### config.mk
export PLATFORM = sky130hd
export DESIGN_NAME = rsa_seq_ctrl
export DESIGN_NICKNAME = d
export VERILOG_FILES = /design/src/rtl/rsa_seq_ctrl.sv
export SDC_FILE = /design/constraint.sdc
export NUM_CORES = 1
export LEC_CHECK = 0
export ABC_AREA = 1
export CAP_MARGIN = 10
export CORE_AREA = 2 2 95 97
export CTS_CLUSTER_SIZE = 16
export DETAILED_ROUTE_END_ITERATION = 10
export DIE_AREA = 0 0 97 99
export HOLD_SLACK_MARGIN = 0.02
export PLACE_DENSITY = 0.84
export SETUP_SLACK_MARGIN = 0.1
export SLEW_MARGIN = 20
export SYNTH_ARGS = -nofsm -noshare
export SYNTH_HDL_FRONTEND = slang
export SYNTH_SLANG_ARGS = --single-unit
### constraint.sdc
create_clock -name clk -period 1.98 [get_ports clk]
set_input_delay 0.198 -clock clk [delete_from_list [all_inputs] [get_ports clk]]
set_output_delay 0.198 -clock clk [all_outputs]
set_load 0.01 [all_outputs]
### src/rtl/rsa_seq_ctrl.sv
// Job sequencer for one RSA systolic array: streams X/Y operands from memory,
// starts the array, waits its latency, then drains results into a result memory.
module rsa_seq_ctrl #(
  parameter int X      = 3,
  parameter int N      = 3,
  parameter int Y      = 3,
  parameter int IN_LEN = 4,
  parameter int OUT_LEN = 8,
  parameter int MEM_AW = 8,
  parameter int SA_LAT = 13
) (
  input  logic               clk,
  input  logic               sys_rst_n,
  input  logic               cmd_val,
  output logic               cmd_rdy,
  input  logic [MEM_AW-1:0]  cmd_xbase,
  input  logic [MEM_AW-1:0]  cmd_ybase,
  input  logic [MEM_AW-1:0]  cmd_obase,
  output logic               xmem_rd_en,
  output logic [MEM_AW-1:0]  xmem_addr,
  input  logic [IN_LEN-1:0]  xmem_rd_data,
  output logic               ymem_rd_en,
  output logic [MEM_AW-1:0]  ymem_addr,
  input  logic [IN_LEN-1:0]  ymem_rd_data,
  output logic               Xin_val,
  output logic [IN_LEN-1:0]  Xin_data,
  output logic               Yin_val,
  output logic [IN_LEN-1:0]  Yin_data,
  output logic               SA_start,
  output logic               out_rdy,
  input  logic [OUT_LEN-1:0] out_data,
  output logic               omem_wr_en,
  output logic [MEM_AW-1:0]  omem_addr,
  output logic [OUT_LEN-1:0] omem_wr_data,
  output logic               busy,
  output logic               done
);
  localparam int XN   = X * N;
  localparam int YN   = Y * N;
  localparam int XY   = X * Y;
  localparam int L    = (XN > YN) ? XN : YN;
  // DRAIN counts one past XY to cover the trailing write cycle
  localparam int M1   = (L > XY + 1) ? L : XY + 1;
  localparam int CMAX = (M1 > SA_LAT) ? M1 : SA_LAT;
  localparam int CW   = $clog2(CMAX + 1);

  localparam logic [CW-1:0] XN_C  = CW'(XN);
  localparam logic [CW-1:0] YN_C  = CW'(YN);
  localparam logic [CW-1:0] XY_C  = CW'(XY);
  localparam logic [CW-1:0] L_C   = CW'(L);
  localparam logic [CW-1:0] LAT_C = CW'(SA_LAT);
  localparam logic [CW-1:0] GAP_C = CW'(2);

  typedef enum logic [2:0] {IDLE, LOAD, GAP, START, WAIT, DRAIN, DONE} state_t;

  state_t            state;
  logic [CW-1:0]     cnt;
  logic [CW-1:0]     cnt_nx;
  logic [MEM_AW-1:0] xbase, ybase, obase;

  assign cnt_nx       = cnt + 1'b1;
  assign Xin_data     = xmem_rd_data;
  assign Yin_data     = ymem_rd_data;
  assign omem_wr_data = out_data;

  always_ff @(posedge clk or negedge sys_rst_n) begin
    if (!sys_rst_n) begin
      state      <= IDLE;
      cnt        <= '0;
      xbase      <= '0;
      ybase      <= '0;
      obase      <= '0;
      cmd_rdy    <= 1'b1;
      busy       <= 1'b0;
      done       <= 1'b0;
      xmem_rd_en <= 1'b0;
      xmem_addr  <= '0;
      ymem_rd_en <= 1'b0;
      ymem_addr  <= '0;
      Xin_val    <= 1'b0;
      Yin_val    <= 1'b0;
      SA_start   <= 1'b0;
      out_rdy    <= 1'b0;
      omem_wr_en <= 1'b0;
      omem_addr  <= '0;
    end else begin
      // memory read and RSA drain each have one cycle of latency
      Xin_val    <= xmem_rd_en;
      Yin_val    <= ymem_rd_en;
      omem_wr_en <= out_rdy;
      case (state)
        IDLE: if (cmd_val) begin
          xbase      <= cmd_xbase;
          ybase      <= cmd_ybase;
          obase      <= cmd_obase;
          cnt        <= '0;
          state      <= LOAD;
          cmd_rdy    <= 1'b0;
          busy       <= 1'b1;
          xmem_rd_en <= 1'b1;
          xmem_addr  <= cmd_xbase;
          ymem_rd_en <= 1'b1;
          ymem_addr  <= cmd_ybase;
        end
        LOAD: begin
          xmem_rd_en <= (cnt_nx < XN_C);
          ymem_rd_en <= (cnt_nx < YN_C);
          if (cnt_nx < XN_C) xmem_addr <= xbase + MEM_AW'(cnt_nx);
          if (cnt_nx < YN_C) ymem_addr <= ybase + MEM_AW'(cnt_nx);
          if (cnt_nx == L_C) begin
            state <= GAP;
            cnt   <= '0;
          end else cnt <= cnt_nx;
        end
        GAP: if (cnt == GAP_C) begin
          state    <= START;
          SA_start <= 1'b1;
          cnt      <= '0;
        end else cnt <= cnt_nx;
        START: begin
          SA_start <= 1'b0;
          state    <= WAIT;
          cnt      <= '0;
        end
        WAIT: if (cnt_nx == LAT_C) begin
          state   <= DRAIN;
          out_rdy <= 1'b1;
          cnt     <= '0;
        end else cnt <= cnt_nx;
        DRAIN: begin
          if (out_rdy) omem_addr <= obase + MEM_AW'(cnt);
          out_rdy <= (cnt_nx < XY_C);
          if (cnt == XY_C) begin
            state <= DONE;
            done  <= 1'b1;
            cnt   <= '0;
          end else cnt <= cnt_nx;
        end
        DONE: begin
          done    <= 1'b0;
          state   <= IDLE;
          cmd_rdy <= 1'b1;
          busy    <= 1'b0;
        end
        default: state <= IDLE;
      endcase
    end
  end
endmodule

# Yosys cells after proc, flatten, opt, wreduce, memory -nomap -nowiden
# Index checks and enable logic that the tools add are counted.
# word_totals
register_bits,63
inputBits,43
output_inout_bits,50
word_cells,83
# classes
addsub,4
magnitude_cmp,1
n_eq_ne,16
mux,29
n_reduce_logical,17
# ops
op,n
two-way mux 8 bit,4
case mux 8 bit (2 select lines),2
adder 8 x 4 -> 8 bit,3
case mux 4 bit (6 select lines),1
two-way mux 4 bit,5
case mux 3 bit (6 select lines),1
AND reduction 2 bit,8
two-way mux 3 bit,5
"equality test 4 bit, second input constant",3
"!= test 2 bit, second input constant",6
case mux 1 bit (2 select lines),6
nonzero test 2 bit,5
"equality test 3 bit, second input constant",3
"equality test 3 x 2 -> 1 bit, second input constant",2
nonzero test 6 bit,1
two-way mux 1 bit,5
AND reduction 5 bit,1
"adder 4 x 1 -> 4 bit, second input constant",1
"equality test 4 x 2 -> 1 bit, second input constant",1
"< comparator 4 bit, second input constant",1
"equality test 3 x 1 -> 1 bit, second input constant",1
logical NOT 3 bit,1
AND reduction 3 bit,1

# Logic depth before layout (Yosys ltp)
# Gate-level depths: netlist of the first run.
# depth
word_depth,4
mapped_depth,16
depth_no_buf,16

# Worst setup path after synthesis of the first run
# Ideal clock, no wire load.
# synth_timing
path_type,register to register
startpoint,register cnt[0]
endpoint,register xmem_addr[4]
setup_time_ns,0.065
t_arrival_ns,1.884
t_required_ns,1.915
slack_ns,0.031
path_stages_with_launch,11
n_path_buf,0
synth_period_minus_slack_ns,1.949
path_cell_list,dfrtp_1 inv_1 ha_1 fa_1 nand3_1 nand2_1 nand2_1 nand2_1 o21ai_0 nand2_1 nand2_1
# synth_via
elab_chain_len,4
word_cells_on_any_way,7
cone_classes,add/sub (2); order compare (1); eq/ne (1); mux (2); reduce/logical (1)
# synth_lines
item,line,source
"start, declared",57,logic [CW-1:0] cnt;
"start signal, assigned",113,end else cnt <= cnt_nx;
"start signal, assigned",119,end else cnt <= cnt_nx;
"start signal, assigned",129,end else cnt <= cnt_nx;
adder 4 x 1 -> 4 bit *,61,assign cnt_nx = cnt + 1'b1;
adder 8 x 4 -> 8 bit / < comparator 4 bit (equally long branches),108,if (cnt_nx < XN_C) xmem_addr <= xbase + MEM_AW'(cnt_nx);
two-way mux 8 bit / != test 2 bit (equally long branches),n/a,
case mux 8 bit (2 select lines) / AND reduction 3 bit (equally long branches),n/a,
"end signal, assigned",101,xmem_addr <= cmd_xbase;
"end signal, assigned",108,
"end, declared",20,"output logic [MEM_AW-1:0] xmem_addr,"
# Every way passes the cells marked *; elsewhere a longest branch is shown, timed or not. The select of a mux whose other input is x is not followed.
# A chain may end at the register's enable or synchronous reset.

# Final worst setup path of the first run
# layout_timing
startpoint,register cnt[0]
endpoint,register ymem_addr[6]
# layout_via
elab_chain_len,4
word_cells_on_any_way,7
cone_classes,add/sub (2); order compare (1); eq/ne (1); mux (2); reduce/logical (1)
# layout_lines
item,line,source
adder 4 x 1 -> 4 bit *,61,
adder 8 x 4 -> 8 bit / < comparator 4 bit (equally long branches),109,if (cnt_nx < YN_C) ymem_addr <= ybase + MEM_AW'(cnt_nx);
two-way mux 8 bit / != test 2 bit (equally long branches),n/a,
case mux 8 bit (2 select lines) / AND reduction 3 bit (equally long branches),n/a,
"end signal, assigned",103,ymem_addr <= cmd_ybase;
"end signal, assigned",109,
"end, declared",23,"output logic [MEM_AW-1:0] ymem_addr,"
# Marks and branches as above.

==> results of run 1 <==
==> synthesized netlist by cell type (all sizes together) <==
library cell | number | area (µm²)
nand4 | 10 | 62.6
o21a | 1 | 7.51
nor3 | 1 | 5.00
o211ai | 1 | 7.51
nand2 | 213 | 822
dfrtp | 62 | 1550
nand3 | 35 | 175
a21oi | 5 | 25.0
or2 | 1 | 6.26
xor2 | 2 | 17.5
xnor2 | 4 | 35.0
a211oi | 1 | 7.51
nand3b | 4 | 30.0
ha | 17 | 213
nor2 | 25 | 124
dfstp | 1 | 26.3
inv | 49 | 184
a31oi | 1 | 6.26
o21ai | 30 | 150
a21boi | 1 | 7.51
fa | 3 | 60.1
buf | 31 | 229
==> routing by layer <==
layer / share of wire (%) / up-vias
met5: 0 / -
met2: 51 / 82
met3: 4.1 / 21
li1: - / 1660
met4: 2.2 / 0
met1: 43 / 1549
==> flip-flops by register name, indices dropped and copies added, names as in the netlist, 3 cells and up <==
| name | cells |
|---|---|
| cnt | 4 |
| xmem_addr | 8 |
| state | 3 |
| xbase | 8 |
| ymem_addr | 8 |
| ybase | 8 |
| obase | 8 |
| omem_addr | 8 |
==> worst register-to-register path, delay by kind of cell, from the launching register on <==
kind | cells | cell delay [ns]
AND/OR/NAND/NOR | 8 | 0.75
AO/OA/AOI/OAI | 1 | 0.16
buffers and inverters | 1 | 0.17
adder cells (fa/ha/maj) | 1 | 0.23
flip-flops | 1 | 0.46
==> metrics by stage <==
step	hold slack (ns)	cell area, µm²	setup TNS [ns]	instances
after floorplan	-0.0976	3770	0	498
after global placement	0.228	4380	0	647
after detailed placement	0.227	4380	-0.0896	647
after CTS	0.375	4690	0	665
after global routing	0.391	4770	0	666
final	0.384	4770	0	666
==> how the worst min path moves through the flow <==
stage	start	slack, ns	to	cells after the start
final	sys_rst_n	0.38	out_rdy	2
after global routing	cmd_obase[3]	0.39	obase[3]	3
after CTS	cmd_obase[3]	0.38	obase[3]	3
after detailed placement	sys_rst_n	0.23	omem_wr_en	1
after global placement	sys_rst_n	0.23	omem_wr_en	1
after floorplan	sys_rst_n	-0.1	SA_start	0
==> power breakdown <==
| part | switching [mW] | total [mW] | internal (mW) |
|---|---|---|---|
| logic | 2.13 | 3.84 | 1.71 |
| registers | 0.514 | 2.38 | 1.87 |
| clock network | 0.518 | 1.29 | 0.775 |
| total | 3.16 | 7.51 | 4.35 |
==> cells by family (layout without fill, tap and decap cells) <==
family | Yosys count | in the layout | share of synthesized area, %
AOI/OAI and AO/OA | 40 | 40 | 5.64
xor gates and xnor gates | 6 | 6 | 1.40
adders and majority gates | 20 | 20 | 7.27
buffers and inverters | 80 | 140 | 11.0
DFF | 63 | 63 | 42.0
and+or+nand+nor | 289 | 289 | 32.6
==> area by class of cell <==
type / instances / area [µm²] / area share [%]
inverter: 49 / 189 / 3.96
multi-input combinational: 355 / 1900 / 39.8
timing repair buffer: 75 / 739 / 15.5
tap: 108 / 135 / 2.83
sequential: 63 / 1580 / 33.1
clock buffer: 11 / 151 / 3.17
clock inverter: 5 / 80.1 / 1.68
==> placed cells by master (no fill, tap or decap), drive strengths merged, types with 2 or more instances in the layout <==
cell / instances
a21oi: 5
buf: 15
bufinv: 2
clkbuf: 11
clkdlybuf4s50: 59
clkinvlp: 2
dfrtp: 62
fa: 3
ha: 17
inv: 49
nand2: 213
nand3: 35
nand3b: 4
nand4: 10
nor2: 25
o21ai: 30
xnor2: 4
xor2: 2
==> repair_timing <==
action                                  in CTS  in global routing
endpoints found under the setup margin      12                 13
hold endpoints to repair                    21                  0
gates resized for setup                     10                 31
hold buffers                                 1                  0
setup buffers                                1                  1
pin swaps                                    0                  5
==> insert_results.sql, run 1 <==
INSERT INTO impl_metrics (metric_group, metric, value, unit) VALUES
('synthesis', 'synth_seq_cells', '63', ''),
('critical_path', 'critPathSlowestCell', 'dfrtp_2', ''),
('sta', 'hold_viol_final', '0', ''),
('global_route', 'wire_length_of_the_first_global_routing_pass', '15.3', 'mm'),
('final_layout', 'nFillCells', '766', ''),
('sta', 'setup_repair_after_global_routing_missed_its_margin', 'yes', ''),
('clock_tree', 'h_tree_depth', '3', ''),
('sta', 'finalWorstSetupSlack', '0.105', 'ns'),
('drt', 'post_drt_via_cell_ratio', '4.97', ''),
('critical_path', 'path_delay_family', 'simple AND/OR/NAND/NOR gates', ''),
('sta', 'fmax', '533', 'MHz'),
('sta', 'worst-slew-pin-transition', '0.585', 'ns'),
('critical_path', 'critical_path_arrival', '2.11', 'ns'),
('synthesis', 'syn_nets', '561', ''),
('clock_tree', 'worst_skew_pair.late_latency', '0.34', 'ns'),
('drt', 'number_of_remaining_drc_errors', '0', ''),
('placed_design', 'portBuffers', '60', ''),
('drt', 'drt-total-wl', '9.05', 'mm'),
('die', 'dieHeight', '99', 'µm'),
('power_and_ir_drop', 'vdd_drop_max', '672', 'µV'),
('drt', 'routed_wire_length_per_instance', '13.6', 'µm'),
('critical_path', 'regToRegStartpoint', 'cnt[0]', ''),
('die', 'core', '8550', 'µm²'),
('critical_path', 'worstSetupPathType', 'flop to flop', ''),
('clock_tree', 'cts-buffers-inserted', '9', ''),
('synthesis', 'synth.avg_cell_area', '7.53', 'µm²'),
('sta', 'layout_min_cycle_time', '1.87', 'ns'),
('die', 'effective_utilization_at_floorplan', '43.9', '%'),
('sta', 'timing.slew.headroom', '61.0', '%'),
('global_route', 'number_of_global_route_vias_before_repair', '3317', ''),
('critical_path', 'worst_ep_required_time', '2.21', 'ns'),
('critical_path', 'buf_inv_stages_crit_path', '1', ''),
('critical_path', 'endpoint_kind', 'flop', ''),
('critical_path', 'cp-endpoint', 'ymem_addr[6]', ''),
('critical_path', 'worst_path_max_fanout', '5', ''),
('placed_design', 'final_replace_weighted_congestion', '0.896', ''),
('drt', 'drtAntennaViolNets', '0', ''),
('clock_tree', 'cts_num_sinks', '63', ''),
('power_and_ir_drop', 'power_per_cell_area', '1570', 'nW/µm²'),
('clock_tree', 'clock-root-buffer', 'clkbuf_8', ''),
('flow_run', 'timing.max_cap.violations', '0', ''),
('global_route', 'grt_busiest_layer', 'met2', ''),
('synthesis', 'synth-warning-count', '0', ''),
('final_layout', 'final_layout_size_suffix_gt1_share', '15.4', '%'),
('global_route', 'grt_antenna_before_repair', '0', ''),
('critical_path', 'critical_path.reg2reg.endpoint', 'ymem_addr[6]', ''),
('critical_path', 'critPathLaunch', 'cnt[0]', ''),
('drt', 'drtIter0Drc', '178', ''),
('critical_path', 'critical_path.most_common_cell', 'nand3_1', ''),
('global_route', 'leftover_overflow_at_the_end_of_global_routing', '0', ''),
('synthesis', 'synth_cell_types', '30', ''),
('status', 'run_status', 'finished, final reports clean', ''),
('hold_path', 'holdCritPathClass', 'input port to asynchronous set/reset pin', ''),
('final_layout', 'area.growth.synth_to_final', '27.2', '%'),
('die', 'die-area', '9600', 'µm²'),
('global_route', 'all_layer_gr_usage', '19.4', '%'),
('global_route', 'met1_usage', '23.2', '%'),
('power_and_ir_drop', 'report.power.total', '7.51', 'mW'),
('global_route', 'maximum_number_of_pins_on_one_net_before_global_route_repair', '42', ''),
('synthesis', 'yosysSeqAreaShare', '42.0', '%'),
('power_and_ir_drop', 'leakage', '2.37', 'nW'),
('critical_path', 'r2r_cells', '11', ''),
('final_layout', 'antenna-diode-count', '0', ''),
('placed_design', 'hpwlAfterDp', '6.42', 'mm'),
('sta', 'final.setup_skew', '0.00888', 'ns'),
('global_route', 'grt_use_met2', '34.5', '%'),
('drt', 'vias', '3312', ''),
('placed_design', 'preCtsSetupSlack', '-0.0352', 'ns'),
('final_layout', 'nNetsFinal', '616', ''),
('critical_path', 'critPathLaunchType', 'flop', ''),
('die', 'top_level_pins', '93', '');
No activity file was read; power rests on OpenSTA's default activity.
==> run 2: changes to the inputs <==
Settings changed: CORE_AREA 2 2 95 97 to 2 2 90 92, DIE_AREA 0 0 97 99 to 0 0 92 94, DONT_BUFFER_PORTS set to 1, HOLD_SLACK_MARGIN 0.02 to 0.15, PLACE_DENSITY 0.84 to 0.75, SKIP_CTS_REPAIR_TIMING set to 1.
==> insert_results.sql, run 2 (synthesis results as in run 1) <==
INSERT INTO impl_metrics (metric_group, metric, value, unit) VALUES
('drt', 'drt_first_pass_iters', '4', ''),
('sta', 'fmax', '520', 'MHz'),
('global_route', 'maximum_number_of_pins_on_one_net_before_global_route_repair', '64', ''),
('final_layout', 'nFillCells', '685', ''),
('final_layout', 'final_layout_size_suffix_gt1_share', '17.1', '%'),
('critical_path', 'worst_path_max_fanout', '5', ''),
('global_route', 'all_layer_gr_usage', '20.0', '%'),
('global_route', 'grt_antenna_before_repair', '0', ''),
('critical_path', 'regToRegStartpoint', 'cnt[0]', ''),
('power_and_ir_drop', 'vdd_drop_max', '722', 'µV'),
('drt', 'vias', '3215', ''),
('critical_path', 'critPathLaunchType', 'flop', ''),
('sta', 'timing.slew.headroom', '64.5', '%'),
('final_layout', 'post-route-util', '57.7', '%'),
('hold_path', 'worst_hold_depth', '2', ''),
('drt', 'drt-total-wl', '8.92', 'mm'),
('critical_path', 'critical_path.reg2reg.endpoint', 'ymem_addr[3]', ''),
('power_and_ir_drop', 'leakage', '2.21', 'nW'),
('placed_design', 'preCtsSetupSlack', '-0.0485', 'ns'),
('hold_path', 'worstHoldStart', 'cmd_val', ''),
('sta', 'final.setup_skew', '0.00624', 'ns'),
('clock_tree', 'clock-root-buffer', 'clkbuf_8', ''),
('drt', 'drtAntennaViolNets', '0', ''),
('die', 'die_x', '92', 'µm'),
('sta', 'finalSetupViolations', '0', ''),
('clock_tree', 'cts_tree', 'built', ''),
('critical_path', 'r2r_cells', '13', ''),
('clock_tree', 'worst_skew_pair.late_latency', '0.34', 'ns'),
('clock_tree', 'cts-buffers-inserted', '9', ''),
('clock_tree', 'cts-root-to-sink-buffers', '2', ''),
('final_layout', 'area.growth.synth_to_final', '17.0', '%'),
('final_layout', 'layout.cells.most_common_list', 'nand2_1 (192), dfrtp_1 (60), inv_1 (38), nand3_1 (32), dlygate4sd3_1 (25)', ''),
('power_and_ir_drop', 'power_per_cell_area', '1550', 'nW/µm²'),
('clock_tree', 'cts_num_sinks', '63', ''),
('global_route', 'wire_length_of_the_first_global_routing_pass', '13.4', 'mm'),
('drt', 'post_drt_via_cell_ratio', '5.16', ''),
('sta', 'layout_min_cycle_time', '1.92', 'ns'),
('sta', 'timing.final.crit_share', '97.1', '%'),
('die', 'die-area', '8650', 'µm²'),
('sta', 'worst-slew-pin-transition', '0.526', 'ns'),
('drt', 'routed_wire_length_per_instance', '14.3', 'µm'),
('critical_path', 'worst_ep_required_time', '2.22', 'ns'),
('final_layout', 'layout_commonest_cell', 'nand2_1', ''),
('sta', 'finalWorstSetupSlack', '0.0570', 'ns'),
('drt', 'drtIter0Drc', '165', ''),
('placed_design', 'hpwlAfterDp', '6.02', 'mm'),
('critical_path', 'endpoint_kind', 'flop', ''),
('placed_design', 'portBuffers', '0', ''),
('die', 'top_level_pins', '93', ''),
('status', 'run_status', 'finished, final reports clean', ''),
('clock_tree', 'clk_pin_slew_worst_paths', '0.07', 'ns'),
('die', 'fp-row-count', '32', ''),
('die', 'core', '7610', 'µm²'),
('global_route', 'number_of_global_route_vias_before_repair', '2983', ''),
('placed_design', 'final_replace_weighted_congestion', '0.895', ''),
('hold_path', 'holdCritPathClass', 'input port to flop', ''),
('final_layout', 'nNetsFinal', '581', ''),
('drt', 'number_of_remaining_drc_errors', '0', ''),
('sta', 'hold_viol_final', '0', ''),
('sta', 'setup_repair_after_global_routing_missed_its_margin', 'yes', ''),
('critical_path', 'worstSetupPathType', 'flop to flop', ''),
('sta', 'timing_max_transition_violations_final', '0', ''),
('critical_path', 'rrSetupSlack', '0.06', 'ns'),
('hold_path', 'hold-path-endpoint', 'busy', ''),
('critical_path', 'critical_path_arrival', '2.16', 'ns'),
('final_layout', 'antenna-diode-count', '0', ''),
('clock_tree', 'h_tree_depth', '3', ''),
('flow_run', 'timing.max_cap.violations', '0', ''),
('die', 'dieHeight', '94', 'µm'),
('global_route', 'leftover_overflow_at_the_end_of_global_routing', '0', ''),
('die', 'effective_utilization_at_floorplan', '49.3', '%');
==> run 2: cell type report <==
class	count	area, µm²	area share (%)
timing repair buffer	40	390	8.89
sequential	63	1580	36.0
tap	102	128	2.91
inverter	49	189	4.30
multi-input combinational	355	1940	44.2
clock inverter	1	5.00	0.114
clock buffer	13	159	3.62
==> run 2: how the worst max path moves through the flow <==
stage	cells past startpoint	endpoint	start	slack (ns)
after CTS	16	xmem_addr[7]	cnt[0]	-0.06
final	13	ymem_addr[3]	cnt[0]	0.06
after global routing	13	ymem_addr[3]	cnt[1]	-0.08
after floorplan	16	xmem_addr[7]	cnt[0]	0.09
after detailed placement	16	xmem_addr[7]	cnt[0]	-0.05
after global placement	16	xmem_addr[7]	cnt[0]	0.03
==> run 2: report_power, final <==
group          internal, mW  total, mW  switching (mW)  leakage, nW
clock                 0.508      0.978           0.470       0.0854
combinational          1.31       3.28            1.97         1.36
sequential             1.87       2.56           0.688        0.768
==> run 2: stage by stage <==
step / area [µm²] / setup TNS (ns) / cells / power [mW] / hold slack, ns
floorplan: 3770 / 0 / 498 / 4.77 / -0.0976
global placement: 3730 / 0 / 578 / 5.24 / -0.0961
detailed placement: 3730 / -0.101 / 578 / 5.38 / -0.0962
CTS: 3900 / -0.162 / 592 / 6.38 / -0.475
global route: 4390 / -0.157 / 623 / 7.41 / 0.155
finish: 4390 / 0 / 623 / 6.82 / 0.132
==> run 2: per-layer routing <==
| layer | wire, µm | GRT usage (%) | up-vias |
|---|---|---|---|
| met5 | 0 | 0 | - |
| met4 | 167 | 9.58 | 0 |
| met3 | 565 | 5.06 | 18 |
| li1 | - | - | 1586 |
| met1 | 3830 | 23.9 | 1497 |
| met2 | 4360 | 33.8 | 114 |
==> run 2: worst max-delay path, cell delays in order, from the launching register on <==
cell and delay (ns):
dfrtp_2 0.47, ha_4 0.19, inv_2 0.04, nand2_2 0.06, nand2_4 0.10, inv_4 0.06
ha_4 0.29, nand3_1 0.13, nand2_2 0.12, nand2_1 0.07, nand3_1 0.08, o21ai_1 0.09
nand2_1 0.07, nand2_1 0.04
==> run 3: changes to the inputs <==
Settings changed: CORE_AREA 2 2 90 92 to 4 4 92 94, DIE_AREA 0 0 92 94 to 0 0 96 98.
==> insert_results.sql, run 3 (synthesis results as in run 1) <==
INSERT INTO impl_metrics (metric_group, metric, value, unit) VALUES
('global_route', 'all_layer_gr_usage', '19.5', '%'),
('drt', 'drtAntennaViolNets', '0', ''),
('global_route', 'number_of_global_route_vias_before_repair', '3045', ''),
('die', 'dieHeight', '98', 'µm'),
('placed_design', 'final_replace_weighted_congestion', '0.887', ''),
('final_layout', 'final_layout_size_suffix_gt1_share', '18.7', '%'),
('drt', 'post_drt_via_cell_ratio', '5.16', ''),
('drt', 'routed_wire_length_per_instance', '14.9', 'µm'),
('final_layout', 'finish.instance_area', '4510', 'µm²'),
('final_layout', 'antenna-diode-count', '0', ''),
('placed_design', 'area_after_dpl', '3740', 'µm²'),
('drt', 'drtIter0Drc', '181', ''),
('die', 'effective_utilization_at_floorplan', '49.1', '%'),
('sta', 'worst-slew-pin-transition', '0.559', 'ns'),
('status', 'run_status', 'finished, final reports clean', ''),
('sta', 'final.setup_skew', '0.00682', 'ns'),
('sta', 'setup_repair_after_global_routing_missed_its_margin', 'yes', ''),
('critical_path', 'worstSetupPathType', 'flop to flop', ''),
('drt', 'vias', '3230', ''),
('placed_design', 'preCtsSetupSlack', '-0.0821', 'ns'),
('final_layout', 'area_used_by_multi_input_combinational_logic', '1950', 'µm²'),
('drt', 'number_of_remaining_drc_errors', '0', ''),
('critical_path', 'worst_ep_required_time', '2.27', 'ns'),
('final_layout', 'area.growth.synth_to_final', '20.1', '%'),
('hold_path', 'worst_hold_depth', '4', ''),
('sta', 'worst_hold_check_slack', '0.144', 'ns'),
('hold_path', 'hold-path-endpoint', 'xmem_addr[2]', ''),
('critical_path', 'worst_path_max_fanout', '5', ''),
('clock_tree', 'cts-buffers-inserted', '9', ''),
('global_route', 'grt_antenna_before_repair', '0', ''),
('global_route', 'maximum_number_of_pins_on_one_net_before_global_route_repair', '64', ''),
('sta', 'timing_max_transition_violations_final', '0', ''),
('sta', 'setup_total_negative_slack', '0', 'ns'),
('power_and_ir_drop', 'power_per_cell_area', '1620', 'nW/µm²'),
('sta', 'timing.final.crit_share', '99.2', '%'),
('placed_design', 'portBuffers', '0', ''),
('critical_path', 'critical_path.most_common_cell', 'nand2_1', ''),
('critical_path', 'path_delay_family', 'simple AND/OR/NAND/NOR gates', ''),
('clock_tree', 'clk_pin_slew_worst_paths', '0.08', 'ns'),
('clock_tree', 'cts-root-to-sink-buffers', '2', ''),
('critical_path', 'critical_path_arrival', '2.26', 'ns'),
('hold_path', 'holdCritPathClass', 'input port to flop', ''),
('hold_path', 'worstHoldStart', 'cmd_xbase[2]', ''),
('critical_path', 'rrSetupSlack', '0.02', 'ns'),
('critical_path', 'critical_path.reg2reg.endpoint', 'ymem_addr[4]', ''),
('critical_path', 'regToRegStartpoint', 'cnt[0]', ''),
('sta', 'hold_viol_final', '0', ''),
('die', 'die_x', '96', 'µm'),
('placed_design', 'hpwlAfterDp', '6.04', 'mm'),
('critical_path', 'critical_path.cell_chain', 'buf_6 > nand3_1 > nand2_2 > nand2_4 > ha_4 > a21oi_1 > nand2_2 > nand2_1 > nand2_1 > o21ai_0 > nand2_1 > nand2_1', ''),
('critical_path', 'endpoint_kind', 'flop', ''),
('final_layout', 'layout_commonest_cell', 'nand2_1', ''),
('critical_path', 'critPathLaunchType', 'flop', ''),
('global_route', 'wire_length_of_the_first_global_routing_pass', '14.5', 'mm'),
('sta', 'finalWorstSetupSlack', '0.0154', 'ns'),
('power_and_ir_drop', 'leakage', '2.28', 'nW'),
('critical_path', 'cpPeakStageDelay', '0.43', 'ns'),
('die', 'die-area', '9410', 'µm²'),
('global_route', 'leftover_overflow_at_the_end_of_global_routing', '0', ''),
('sta', 'fmax', '509', 'MHz'),
('clock_tree', 'h_tree_depth', '3', ''),
('clock_tree', 'cts_tree', 'built', ''),
('clock_tree', 'clock-root-buffer', 'clkbuf_8', ''),
('clock_tree', 'worst_skew_pair.late_latency', '0.35', 'ns'),
('power_and_ir_drop', 'vdd_drop_max', '848', 'µV'),
('flow_run', 'timing.max_cap.violations', '0', ''),
('sta', 'layout_min_cycle_time', '1.96', 'ns'),
('sta', 'finalSetupViolations', '0', ''),
('critical_path', 'critPathSlowestCell', 'dfrtp_2', ''),
('drt', 'drt-total-wl', '9.33', 'mm'),
('sta', 'timing.slew.headroom', '62.3', '%'),
('critical_path', 'r2r_cells', '12', ''),
('clock_tree', 'cts_num_sinks', '63', ''),
('drt', 'drt_first_pass_iters', '4', ''),
('final_layout', 'ff_latch_area', '1580', 'µm²'),
('die', 'fp-row-count', '32', ''),
('die', 'top_level_pins', '93', ''),
('final_layout', 'nNetsFinal', '582', ''),
('critical_path', 'buf_inv_stages_crit_path', '1', ''),
('die', 'core', '7650', 'µm²'),
('final_layout', 'layout.cells.most_common_list', 'nand2_1 (187), dfrtp_1 (60), inv_1 (38), nand3_1 (30), o21ai_0 (27)', ''),
('final_layout', 'nFillCells', '649', '');
[run 3: changes by cell type in the layout (fill, tap and decap cells not counted), moves of 3 or more]
cell       previous run  this run
bufinv_16             0         3
clkinv_4              0         3
o21ai_0              24        27
nand2_1             192       187
nand2_2              16        21
[run 3: final cells by class]
class	count	area share (%)
Clock inverter	7	2.69
Tap cell	102	2.83
Sequential cell	63	35.1
Clock buffer	9	2.75
Inverter	49	4.25
Timing Repair Buffer	41	9.16
Multi-Input combinational cell	355	43.2
[run 3: per-stage QoR]
step           power [mW]  instances  util, %
2_1_floorplan        4.77        498        -
3_3_place_gp         5.29        577     48.9
3_5_place_dp         5.41        577     48.9
4_1_cts              6.80        593     52.1
5_1_grt              7.94        626     58.9
6_report             7.28        626     58.9
[run 3: worst min-delay path: stages]
cell     delay (ns)
nand2_1        0.03
o21ai_0        0.10
nand2_1        0.07
nand2_1        0.06
[run 3: routing by layer]
metal	share of wire [%]	vias up	wire length (µm)	track usage (%)
met5	0	-	0	0
met4	1.9	0	175	6.78
met3	5.0	19	464	5.01
met2	52	88	4840	32.1
met1	41	1533	3850	24.3
li1	-	1590	-	-
[run 3: power breakdown]
group          switching [mW]  internal (mW)
Clock                   0.546          0.840
Combinational            2.00           1.34
Sequential              0.692           1.87
Total                    3.24           4.05
[run 3: how the worst max path moves through the flow]
stage / startpoint / end / slack (ns) / depth (start not counted)
floorplan: cnt[0] / xmem_addr[7] / 0.09 / 16
finish: cnt[0] / ymem_addr[4] / 0.02 / 12
detailed placement: cnt[1] / xmem_addr[7] / -0.08 / 16
CTS: cnt[1] / xmem_addr[7] / -0.09 / 16
global placement: cnt[1] / xmem_addr[7] / 0.03 / 16
global route: cnt[1] / ymem_addr[4] / -0.11 / 12
==> variant 1, RTL diff (config.mk and constraints of run 3) <==
Encoding of `state_t`: now one-hot (7 bits for 7 states).
--- a/src/rtl/rsa_seq_ctrl.sv
+++ b/src/rtl/rsa_seq_ctrl.sv
@@ -53,3 +53,3 @@
 
-  typedef enum logic [2:0] {IDLE, LOAD, GAP, START, WAIT, DRAIN, DONE} state_t;
+  typedef enum logic [6:0] {IDLE = 7'b0000001, LOAD = 7'b0000010, GAP = 7'b0000100, START = 7'b0001000, WAIT = 7'b0010000, DRAIN = 7'b0100000, DONE = 7'b1000000} state_t;
 
Check against the original RTL: same outputs for any inputs over 10 cycles, from zero or initial values and one cycle with sys_rst_n low; not proved beyond that.
==> variant 1 against run 3 <==
Power fell by 11%. Cell area rose by 5.7%. Largest power group unchanged. Hold slack improved by 0.0026 ns. Sequential cell count rose by 4. Final cell count rose by 4.5%. Highest routed layer unchanged. Routed wire length rose by 5.9%. Worst setup slack improved by 0.043 ns. Area after synthesis rose by 7.5%.
==> variant 1: results <==
{
  "leakage_nw": 2.376,
  "synth.distinct_cells": 33,
  "grt_pass1_wl_um": 15650,
  "vdd_drop_max_uv": 855.8,
  "clk_share_pct": 4.046,
  "dp.cells": 612,
  "inverters": 42,
  "gp_congestion": 0.8790,
  "first_global_vias": 3342,
  "power_mw": 6.461,
  "slowest_delay_ns": 0.48,
  "drive_gt1_share_pct": 19.57,
  "firstDrtPassIters": 5,
  "multi_input_area_sq_um": 2181,
  "synth_xor_xnor_area_share_pct": 0.8685,
  "nNonClkBuffers": 40,
  "syn_nets": 589,
  "stdcell_count": 654,
  "ys_seq_area_share_pct": 41.63,
  "outcome": "finished, final reports clean",
  "dpl_cell_area_sq_um": 4099,
  "synthTopCellsByCount": "nand2_1, dfrtp_1, nand3_1",
  "hold_end": "state[1]$_DFFE_PN0P_",
  "fillers": 657,
  "wl_um": 9877,
  "worstSetupEndpoint": "ymem_addr[3]$_DFFE_PN0P_",
  "setup_ws_ns": 0.05826,
  "routed_via_density": 5.399,
  "hpwl_um": 6713,
  "synthAdderAreaFrac_pct": 6.762,
  "critPathMaxFanout": 6,
  "gr-usage-all-layers_pct": 20.94,
  "grt_max_degree": 68,
  "finClkSkew_ns": 0.008597,
  "sw_frac_of_total_pct": 43.92,
  "synth_area_leaders": "dfrtp_1, nand2_1, ha_1, nand3_1, buf_4"
}
-- variant 1: cell count changes in the layout (fill, tap and decap cells not counted), moves of 3 or more --
| cell | delta |
|---|---|
| nor2_1 | +21 |
| o21ai_0 | -17 |
| nand3_1 | +9 |
| o211ai_2 | +6 |
| o21ai_1 | +6 |
| inv_2 | -5 |
| nand2_1 | +4 |
| a21oi_2 | +3 |
| nand2_2 | -3 |
| nor2_2 | -3 |
| or2_2 | +3 |
-- variant 1: worst register-to-register path: stages (launching register included) --
cell and delay, ns:
dfrtp_2 0.48, ha_4 0.20, inv_2 0.06, nand2_2 0.06, nand2_4 0.11, ha_4 0.23
a21oi_4 0.16, nand2_2 0.12, nand2_1 0.08, nand2_1 0.05, o21ai_1 0.19, nand2_1 0.09
nand2_1 0.06
-- variant 1: per-layer routing --
metal	track usage [%]	up-vias	part of all wire [%]
met2	33.94	106	51
met1	26.75	1705	41
met5	0	-	0
li1	-	1698	-
met4	7.659	0	2.1
met3	5.239	22	5.3
==> variant 2, RTL diff (settings of run 3) <==
Without the edit above. Set the parameter `X` to 5 (it was 3).
--- a/src/rtl/rsa_seq_ctrl.sv
+++ b/src/rtl/rsa_seq_ctrl.sv
@@ -3,3 +3,3 @@
 module rsa_seq_ctrl #(
-  parameter int X      = 3,
+  parameter int X      = 5,
   parameter int N      = 3,
Check against the original RTL: no difference found for any inputs over 10 cycles, from zero or initial values and one cycle with sys_rst_n low; that may be too few to reach the edited logic, so the function may still have changed.
==> variant 2 against run 3 <==
Combinational power rose by 21%. Routed wire length rose by 0.20%. The run now ends with setup timing left. Critical endpoint is now xmem_addr[7]$_DFFE_PN0P_. Cell area rose by 8.8%. Worst setup slack got worse by 0.091 ns. Die area did not move. Sequential cell count rose by 3. Clock power fell by 22%. Largest cell class unchanged. Area after synthesis rose by 7.1%. First-iteration DRC count fell by 35%. Synthesized cell count rose by 4.0%. Global-route usage rose by 1.0 points. Core utilization rose by 5.2 points. Highest routed layer unchanged. Power rose by 7.1%.
==> variant 2: results <==
{
  "failed_checks": "setup timing",
  "drive_gt1_share_pct": 22.52,
  "gr-usage-all-layers_pct": 20.48,
  "firstDrtPassIters": 5,
  "outcome": "finished with violations",
  "finClkSkew_ns": 0.01269,
  "setup_ws_ns": -0.07562,
  "slew_headroom_pct": 70.82,
  "worstHoldStart": "cmd_val",
  "stdcell_count": 657,
  "wl_um": 9346,
  "routed_via_density": 5.161,
  "grt_max_degree": 67,
  "ys_seq_area_share_pct": 41.13,
  "drt_iter0_drc": 117,
  "r2r-end": "xmem_addr[7]$_DFFE_PN0P_",
  "gp_congestion": 0.8588,
  "setup_violations": 6,
  "cp.arrival_ns": 2.30,
  "leakage_nw": 2.475,
  "r2r_slack_ns": -0.08,
  "synth.distinct_cells": 36,
  "first_global_vias": 3291,
  "nets": 618,
  "syn_nets": 584,
  "syn_avg_cell_area_sq_um": 7.758,
  "hpwl_um": 6357,
  "synthTopCellsByCount": "nand2_1, dfrtp_1, nand3_1"
}
-- variant 2: worst max path at each step --
| stage | startpoint | to | slack (ns) | cells past startpoint |
|---|---|---|---|---|
| after CTS | cnt[0]$_DFFE_PN0P_ | xmem_addr[5]$_DFFE_PN0P_ | -0.14 | 14 |
| after global placement | cnt[0]$_DFFE_PN0P_ | ymem_addr[7]$_DFFE_PN0P_ | -0.05 | 14 |
| after global routing | cnt[0]$_DFFE_PN0P_ | ymem_addr[7]$_DFFE_PN0P_ | -0.17 | 13 |
| after detailed placement | cnt[0]$_DFFE_PN0P_ | ymem_addr[7]$_DFFE_PN0P_ | -0.13 | 14 |
| after floorplan | cnt[1]$_DFFE_PN0P_ | xmem_addr[7]$_DFFE_PN0P_ | -0.10 | 13 |
| final | cnt[0]$_DFFE_PN0P_ | xmem_addr[7]$_DFFE_PN0P_ | -0.08 | 12 |
-- variant 2: layout make-up --
cell class,count,area (sq um)
sequential,66,1654
timing repair buffer,50,473.0
multi-input combinational,366,2235
clock inverter,4,45.04
inverter,59,239.0
tap,102,127.6
clock buffer,10,127.6
fill,623,2746
-- variant 2: cells by family (layout without fill, tap and decap cells) --
group	after synthesis	in the layout	share of synthesized area, %
buf+inv	86	123	10.74
fa+ha+maj	23	23	7.721
xor+xnor	6	6	1.308
compound gates	43	43	5.947
simple gates	294	294	33.16
flops	66	66	41.13
-- variant 2: metrics by stage --
stage	setup slack (ns)	TNS (ns)	instance area [sq um]	hold WS [ns]
final	-0.07562	-0.2003	4901	0.1659
after global routing	-0.1678	-1.449	4901	0.1974
after CTS	-0.1401	-1.066	4332	-0.4732
after detailed placement	-0.1269	-0.8403	4159	-0.09564
after global placement	-0.05345	-0.2526	4159	-0.09464
after floorplan	-0.1043	-0.3240	4069	-0.09759
-- variant 2: routing by layer --
layer | wire length (um) | global-route usage [%] | share of wire, % | vias up
met5 | 0 | 0 | 0 | -
met4 | 145 | 7.659 | 1.6 | 0
met3 | 672 | 6.626 | 7.2 | 14
met2 | 4554 | 32.66 | 49 | 113
met1 | 3974 | 25.63 | 43 | 1563
li1 | - | - | - | 1701
-- variant 2: power by group through the flow --
stage	clock, mW	combinational [mW]	sequential (mW)
after floorplan	0	2.73	2.53
after global placement	0	3.35	2.65
after detailed placement	0	3.45	2.66
after CTS	1.10	3.47	2.65
after global routing	1.17	4.57	2.78
final	1.08	4.05	2.68
-- variant 2: worst max-delay path, delay by kind of cell (launching register included) --
kind / cells / cell delay [ns]
DFF: 1 / 0.44
adders and majority gates: 3 / 0.79
buffers and inverters: 1 / 0.05
and+or+nand+nor: 7 / 0.59
AOI/OAI and AO/OA: 1 / 0.07
